==> src/rtl/alu_wb_if.sv <==
// Writeback-stage bundle: ALU result + sideband in,
// shared RF write port and fetch redirect out.
interface alu_wb_if #(
    parameter int DATA_W = 32,
    parameter int REG_W  = 5,
    parameter int PC_W   = 16
);
    logic              in_valid;
    logic              in_ready;
    logic [DATA_W-1:0] in_result;
    logic              in_cond;
    logic [REG_W-1:0]  in_rd;
    logic              in_rd_we;
    logic [1:0]        in_br;
    logic              in_link;
    logic [PC_W-1:0]   in_target;
    logic [PC_W-1:0]   in_pc_next;
    logic              in_epoch;
    logic              rf_ready;
    logic              rf_we;
    logic [REG_W-1:0]  rf_waddr;
    logic [DATA_W-1:0] rf_wdata;
    logic              redirect;
    logic [PC_W-1:0]   redirect_pc;
    logic              epoch;

    modport master (
        output in_valid, in_result, in_cond, in_rd, in_rd_we,
        output in_br, in_link, in_target, in_pc_next, in_epoch,
        output rf_ready,
        input  in_ready, rf_we, rf_waddr, rf_wdata,
        input  redirect, redirect_pc, epoch
    );

    modport slave (
        input  in_valid, in_result, in_cond, in_rd, in_rd_we,
        input  in_br, in_link, in_target, in_pc_next, in_epoch,
        input  rf_ready,
        output in_ready, rf_we, rf_waddr, rf_wdata,
        output redirect, redirect_pc, epoch
    );
endinterface

==> src/rtl/alu_wb.sv <==
// Writeback / branch-resolve stage: epoch-based kill, one-cycle
// redirect pulse, 2-entry in-order RF write buffer.
module alu_wb #(
    parameter int DATA_W = 32,
    parameter int REG_W  = 5,
    parameter int PC_W   = 16
) (
    input logic     clk,
    input logic     rst_b,
    alu_wb_if.slave wb
);
    typedef struct packed {
        logic [REG_W-1:0]  rd;
        logic [DATA_W-1:0] data;
    } ent_t;

    ent_t            mem_q [2];
    logic [1:0]      cnt_q, cnt_d;
    logic            rp_q, rp_d;
    logic            wp_q, wp_d;
    logic            epoch_q, epoch_d;
    logic            redir_q, redir_d;
    logic [PC_W-1:0] rpc_q, rpc_d;
    logic            rdy_q, rdy_d;

    logic              acc, live, taken;
    logic              push, pop;
    logic [DATA_W-1:0] pc_ext;
    ent_t              ent;

    generate
        if (PC_W >= DATA_W) begin : g_trunc
            assign pc_ext = wb.in_pc_next[DATA_W-1:0];
        end else begin : g_zext
            assign pc_ext = {{(DATA_W-PC_W){1'b0}}, wb.in_pc_next};
        end
    endgenerate

    always_comb begin
        acc   = wb.in_valid & rdy_q;
        live  = acc & (wb.in_epoch == epoch_q);
        taken = 1'b0;
        unique case (wb.in_br)
            2'b01:   taken = wb.in_cond;
            2'b10:   taken = ~wb.in_cond;
            2'b11:   taken = 1'b1;
            default: taken = 1'b0;
        endcase
        push     = live & wb.in_rd_we & (|wb.in_rd);
        pop      = (cnt_q != 2'd0) & wb.rf_ready;
        ent.rd   = wb.in_rd;
        ent.data = wb.in_link ? pc_ext : wb.in_result;
        cnt_d    = cnt_q + {1'b0, push} - {1'b0, pop};
        rp_d     = rp_q ^ pop;
        wp_d     = wp_q ^ push;
        rdy_d    = ~cnt_d[1];
        redir_d  = live & taken;
        epoch_d  = epoch_q ^ redir_d;
        rpc_d    = redir_d ? wb.in_target : rpc_q;
    end

    always_ff @(posedge clk or negedge rst_b) begin
        if (!rst_b) begin
            cnt_q   <= '0;
            rp_q    <= 1'b0;
            wp_q    <= 1'b0;
            epoch_q <= 1'b0;
            redir_q <= 1'b0;
            rpc_q   <= '0;
            rdy_q   <= 1'b0;
        end else begin
            cnt_q   <= cnt_d;
            rp_q    <= rp_d;
            wp_q    <= wp_d;
            epoch_q <= epoch_d;
            redir_q <= redir_d;
            rpc_q   <= rpc_d;
            rdy_q   <= rdy_d;
        end
    end

    // Payload storage needs no reset: cnt_q gates every read.
    always_ff @(posedge clk) begin
        if (push) begin
            mem_q[wp_q] <= ent;
        end
    end

    assign wb.in_ready    = rdy_q;
    assign wb.rf_we       = (cnt_q != 2'd0);
    assign wb.rf_waddr    = mem_q[rp_q].rd;
    assign wb.rf_wdata    = mem_q[rp_q].data;
    assign wb.redirect    = redir_q;
    assign wb.redirect_pc = rpc_q;
    assign wb.epoch       = epoch_q;
endmodule

==> src/flat_wrapper.sv <==
// flat-port wrapper written by rule: the top's interface ports become plain ports
module alu_wb_flat 
#(
    parameter int DATA_W = 32,
    parameter int REG_W  = 5,
    parameter int PC_W   = 16
)
  (clk, rst_b, wb_in_valid, wb_in_result, wb_in_cond, wb_in_rd, wb_in_rd_we, wb_in_br, wb_in_link, wb_in_target, wb_in_pc_next, wb_in_epoch, wb_rf_ready, wb_in_ready, wb_rf_we, wb_rf_waddr, wb_rf_wdata, wb_redirect, wb_redirect_pc, wb_epoch);
  alu_wb_if #(.DATA_W(DATA_W), .REG_W(REG_W), .PC_W(PC_W)) wb_i ();
  input logic clk;
  input logic rst_b;
  input wire logic [$bits(wb_i.in_valid)-1:0] wb_in_valid;
  input wire logic [$bits(wb_i.in_result)-1:0] wb_in_result;
  input wire logic [$bits(wb_i.in_cond)-1:0] wb_in_cond;
  input wire logic [$bits(wb_i.in_rd)-1:0] wb_in_rd;
  input wire logic [$bits(wb_i.in_rd_we)-1:0] wb_in_rd_we;
  input wire logic [$bits(wb_i.in_br)-1:0] wb_in_br;
  input wire logic [$bits(wb_i.in_link)-1:0] wb_in_link;
  input wire logic [$bits(wb_i.in_target)-1:0] wb_in_target;
  input wire logic [$bits(wb_i.in_pc_next)-1:0] wb_in_pc_next;
  input wire logic [$bits(wb_i.in_epoch)-1:0] wb_in_epoch;
  input wire logic [$bits(wb_i.rf_ready)-1:0] wb_rf_ready;
  output wire logic [$bits(wb_i.in_ready)-1:0] wb_in_ready;
  output wire logic [$bits(wb_i.rf_we)-1:0] wb_rf_we;
  output wire logic [$bits(wb_i.rf_waddr)-1:0] wb_rf_waddr;
  output wire logic [$bits(wb_i.rf_wdata)-1:0] wb_rf_wdata;
  output wire logic [$bits(wb_i.redirect)-1:0] wb_redirect;
  output wire logic [$bits(wb_i.redirect_pc)-1:0] wb_redirect_pc;
  output wire logic [$bits(wb_i.epoch)-1:0] wb_epoch;
  assign wb_i.in_valid = wb_in_valid;
  assign wb_i.in_result = wb_in_result;
  assign wb_i.in_cond = wb_in_cond;
  assign wb_i.in_rd = wb_in_rd;
  assign wb_i.in_rd_we = wb_in_rd_we;
  assign wb_i.in_br = wb_in_br;
  assign wb_i.in_link = wb_in_link;
  assign wb_i.in_target = wb_in_target;
  assign wb_i.in_pc_next = wb_in_pc_next;
  assign wb_i.in_epoch = wb_in_epoch;
  assign wb_i.rf_ready = wb_rf_ready;
  assign wb_in_ready = wb_i.in_ready;
  assign wb_rf_we = wb_i.rf_we;
  assign wb_rf_waddr = wb_i.rf_waddr;
  assign wb_rf_wdata = wb_i.rf_wdata;
  assign wb_redirect = wb_i.redirect;
  assign wb_redirect_pc = wb_i.redirect_pc;
  assign wb_epoch = wb_i.epoch;
  alu_wb #(.DATA_W(DATA_W), .REG_W(REG_W), .PC_W(PC_W)) u_core (.clk(clk), .rst_b(rst_b), .wb(wb_i));
endmodule
==> config.mk <==
export PLATFORM = sky130hd
export DESIGN_NAME = alu_wb_flat
export DESIGN_NICKNAME = d
export VERILOG_FILES = /design/src/rtl/alu_wb_if.sv /design/src/rtl/alu_wb.sv /design/src/flat_wrapper.sv
export SDC_FILE = /design/constraint.sdc
export NUM_CORES = 1
export LEC_CHECK = 0
export ABC_AREA = 1
export BUFFER_PORTS_ARGS = -buffer_cell sky130_fd_sc_hd__buf_4
export CAP_MARGIN = 20
export CORE_MARGIN = 1
export CORE_UTILIZATION = 39
export CTS_BUF_LIST = sky130_fd_sc_hd__clkbuf_8
export DETAILED_ROUTE_END_ITERATION = 8
export SETUP_SLACK_MARGIN = 0.4
export SYNTH_ARGS = -nofsm -noshare
export SYNTH_HDL_FRONTEND = slang
export SYNTH_SLANG_ARGS = --single-unit
==> constraint.sdc <==
create_clock -name clk -period 3.8 [get_ports clk]
set_input_delay 0.76 -clock clk [delete_from_list [all_inputs] [get_ports clk]]
set_output_delay 0.76 -clock clk [all_outputs]
set_load 0.1 [all_outputs]
==> impl_metrics.py <==
metrics = {
    "outcome": {
        "outcome": "completed",
    },
    "placed_design": {
        "port_buffers": 135,
        "dp_hpwl_um": 5540,
        "gp_congestion": 0.800,
    },
    "cts": {
        "cts.hold.buffers_added": 0,
        "clock-sinks": 97,
        "root_buffer": "clkbuf_8",
        "cts_setup_buffers": 0,
        "post_cts_resize_count": 0,
        "cts-htree-levels": 3,
        "clkSlewWorstSetupHoldPaths_ns": 0.09,
        "cts_buffers": 9,
        "cts.path.max_buffers": 2,
        "cts_tree": "done",
        "clkLatencyLatePin_ns": 0.35,
    },
    "sta": {
        "setup-tns-final_ns": 0,
        "fmax_ghz": 0.376,
        "clock-skew-final_ns": 0.00477,
        "period_minus_slack_ns": 2.66,
        "setup_violations": 0,
        "max_slew_margin": 0.371,
        "rsz0062_at_grt": "no",
        "worstMarginPinSlew_ns": 0.944,
        "period_share": 0.700,
        "slew_viol_final": 0,
        "hold_violations": 0,
    },
    "critical_path": {
        "path_cells": "inv_1, buf_4, nand2_1, nand2_1, buf_4",
        "cp_max_fo": 27,
        "rrSetupSlack_ns": 1.73,
        "worstSetupStartpointType": "register",
        "cpLargestDelayFamily": "buffers and inverters",
        "arrival_ns": 1.90,
        "endpoint_kind": "output pin",
        "worst_ep_required_time_ns": 3.04,
        "slowest_delay_ns": 0.38,
        "crit_path_top_delay_cell": "dfrtp_1",
        "critPathBufInv": 3,
        "crit_type": "reg2out",
    },
    "synth": {
        "synth_area_sq_um": 4020,
        "ys_seq_area_frac": 0.696,
        "synth_fp_nets": 445,
        "netlist_instances": 364,
        "synth_warnings": 0,
        "synthDistinctLibCells": 22,
        "syn_area_per_cell_sq_um": 11.0,
        "synth-seq-cells": 97,
    },
    "global_route": {
        "grt_pass1_wl_um": 12300,
        "grt_pass1_vias": 2591,
        "grt_use_total": 0.156,
        "antenna_found_initial": 0,
        "grt_max_degree": 38,
        "grt-ovfl-total": 0,
    },
    "min_path": {
        "hold_class": "in2async",
    },
    "floorplanning": {
        "dieArea_sq_um": 10700,
        "die_h_um": 103,
        "initial_core_util": 0.407,
        "io_pins": 136,
        "die_w_um": 103,
        "rows": 36,
        "core_sq_um": 9860,
    },
    "drt": {
        "first_pass_iters": 4,
        "drc": 0,
        "wirelength_um": 8070,
        "drt-initial-drc-count": 88,
        "vias": 2804,
        "avgRoutedWirePerCell_um": 12.6,
        "post_drt_via_cell_ratio": 4.39,
        "antenna_left": 0,
    },
    "final_layout": {
        "synthToLayoutAreaGrowth_pct": 33.2,
        "num_antenna_cells": 0,
        "nets": 581,
        "fillers": 886,
        "drive_gt1_frac": 0.350,
    },
    "job": {
        "maxCapViolations": 0,
    },
}
[layout by cell type (no fill, tap or decap), types with 3 or more instances in the layout]
cell type / netlist / final
nand2_1: 171 / 171
nand4_1: 3 / 3
clkbuf_8: 0 / 9
inv_1: 28 / 29
edfxtp_1: 74 / 74
mux2_2: 16 / 16
buf_4: 0 / 138
dfrtp_1: 23 / 23
nor2_1: 21 / 20
[worst paths after layout]
path,from,endpoint,cells after the start
worst max-delay path,u_core.rp_q,wb_rf_wdata[21],5
worst min-delay path,rst_b,u_core.wb.redirect_pc[3],1
worst max register to register,u_core.wb.epoch,u_core.mem_q[0][11],4
worst min register to register,u_core.wb.redirect_pc[14],u_core.wb.redirect_pc[14],2
max in group asynchronous,rst_b,u_core.wb.redirect,1
min in group clk,u_core.wb.redirect_pc[14],u_core.wb.redirect_pc[14],2
[state kept, by name (all words and copies together), names as in the netlist]
name                   flops
u_core.wp_q                1
u_core.wb.in_ready         1
u_core.cnt_q               2
u_core.wb.redirect_pc     16
u_core.wb.redirect         1
u_core.mem_q              74
u_core.rp_q                1
u_core.wb.epoch            1
[per-stage QoR]
stage | area [sq um] | worst slack [ns] | util | std cells | hold WS, ns
after floorplan | 4020 | 0.868 | - | 364 | 0.464
after global placement | 5160 | 1.27 | 0.523 | 622 | 0.463
after detailed placement | 5160 | 1.23 | 0.523 | 622 | 0.466
after CTS | 5350 | 1.08 | 0.543 | 638 | 0.287
after global routing | 5350 | 0.975 | 0.543 | 638 | 0.297
final | 5350 | 1.14 | 0.543 | 638 | 0.292
[worst reg2reg max path: cells and delay by family, from the launching register on]
family	cells	cell delay, ns
adder cells (fa/ha/maj)	1	0.85
flip-flops	1	0.41
AND/OR/NAND/NOR	3	0.41
[layout make-up]
type                            count  area [sq um]  area share
Sequential cell                    97          2800       0.523
Multi-Input combinational cell    224          1040       0.194
Timing Repair Buffer              138          1040       0.194
Tap cell                          133           166      0.0311
Clock buffer                        9           124      0.0231
Inverter                           30           118      0.0220
Clock inverter                      7          71.3      0.0133
[routing by layer]
layer  GRT usage  vias to the layer above  share of wire
li1            -                     1431              -
met1       0.193                     1267           0.42
met2       0.260                       96           0.49
met3      0.0437                       10          0.077
met4      0.0650                        0          0.013
met5           0                        -              0
[synthesized netlist by cell type]
cell | number | area (sq um)
nand2_1 | 171 | 642
edfxtp_1 | 74 | 2220
inv_1 | 28 | 105
dfrtp_1 | 23 | 576
nor2_1 | 21 | 78.8
mux2_2 | 16 | 180
buf_2 | 10 | 50.1
nand4_1 | 3 | 18.8
clkbuf_1 | 2 | 7.51
ha_1 | 2 | 25.0
nand2_2 | 2 | 12.5
xor2_1 | 2 | 17.5
buf_8 | 1 | 15.0
inv_2 | 1 | 3.75
inv_6 | 1 | 8.76
nand2_4 | 1 | 11.3
nand3_1 | 1 | 5.00
nand3b_1 | 1 | 7.51
nor2_4 | 1 | 11.3
o21ai_1 | 1 | 5.00
or2_2 | 1 | 6.26
xnor2_1 | 1 | 8.76
[kinds of logic (layout without fill, tap and decap cells)]
family | Yosys count | after routing | synth area share
mux | 16 | 16 | 0.0448
buf+inv | 43 | 184 | 0.0473
simple gates | 202 | 202 | 0.197
xor+xnor | 3 | 3 | 0.00654
compound gates | 1 | 1 | 0.00124
flops | 97 | 97 | 0.696
fa+ha+maj | 2 | 2 | 0.00623
Power is not shown: default switching activity piles up to over one toggle a cycle in this logic, so the estimate is an artifact.
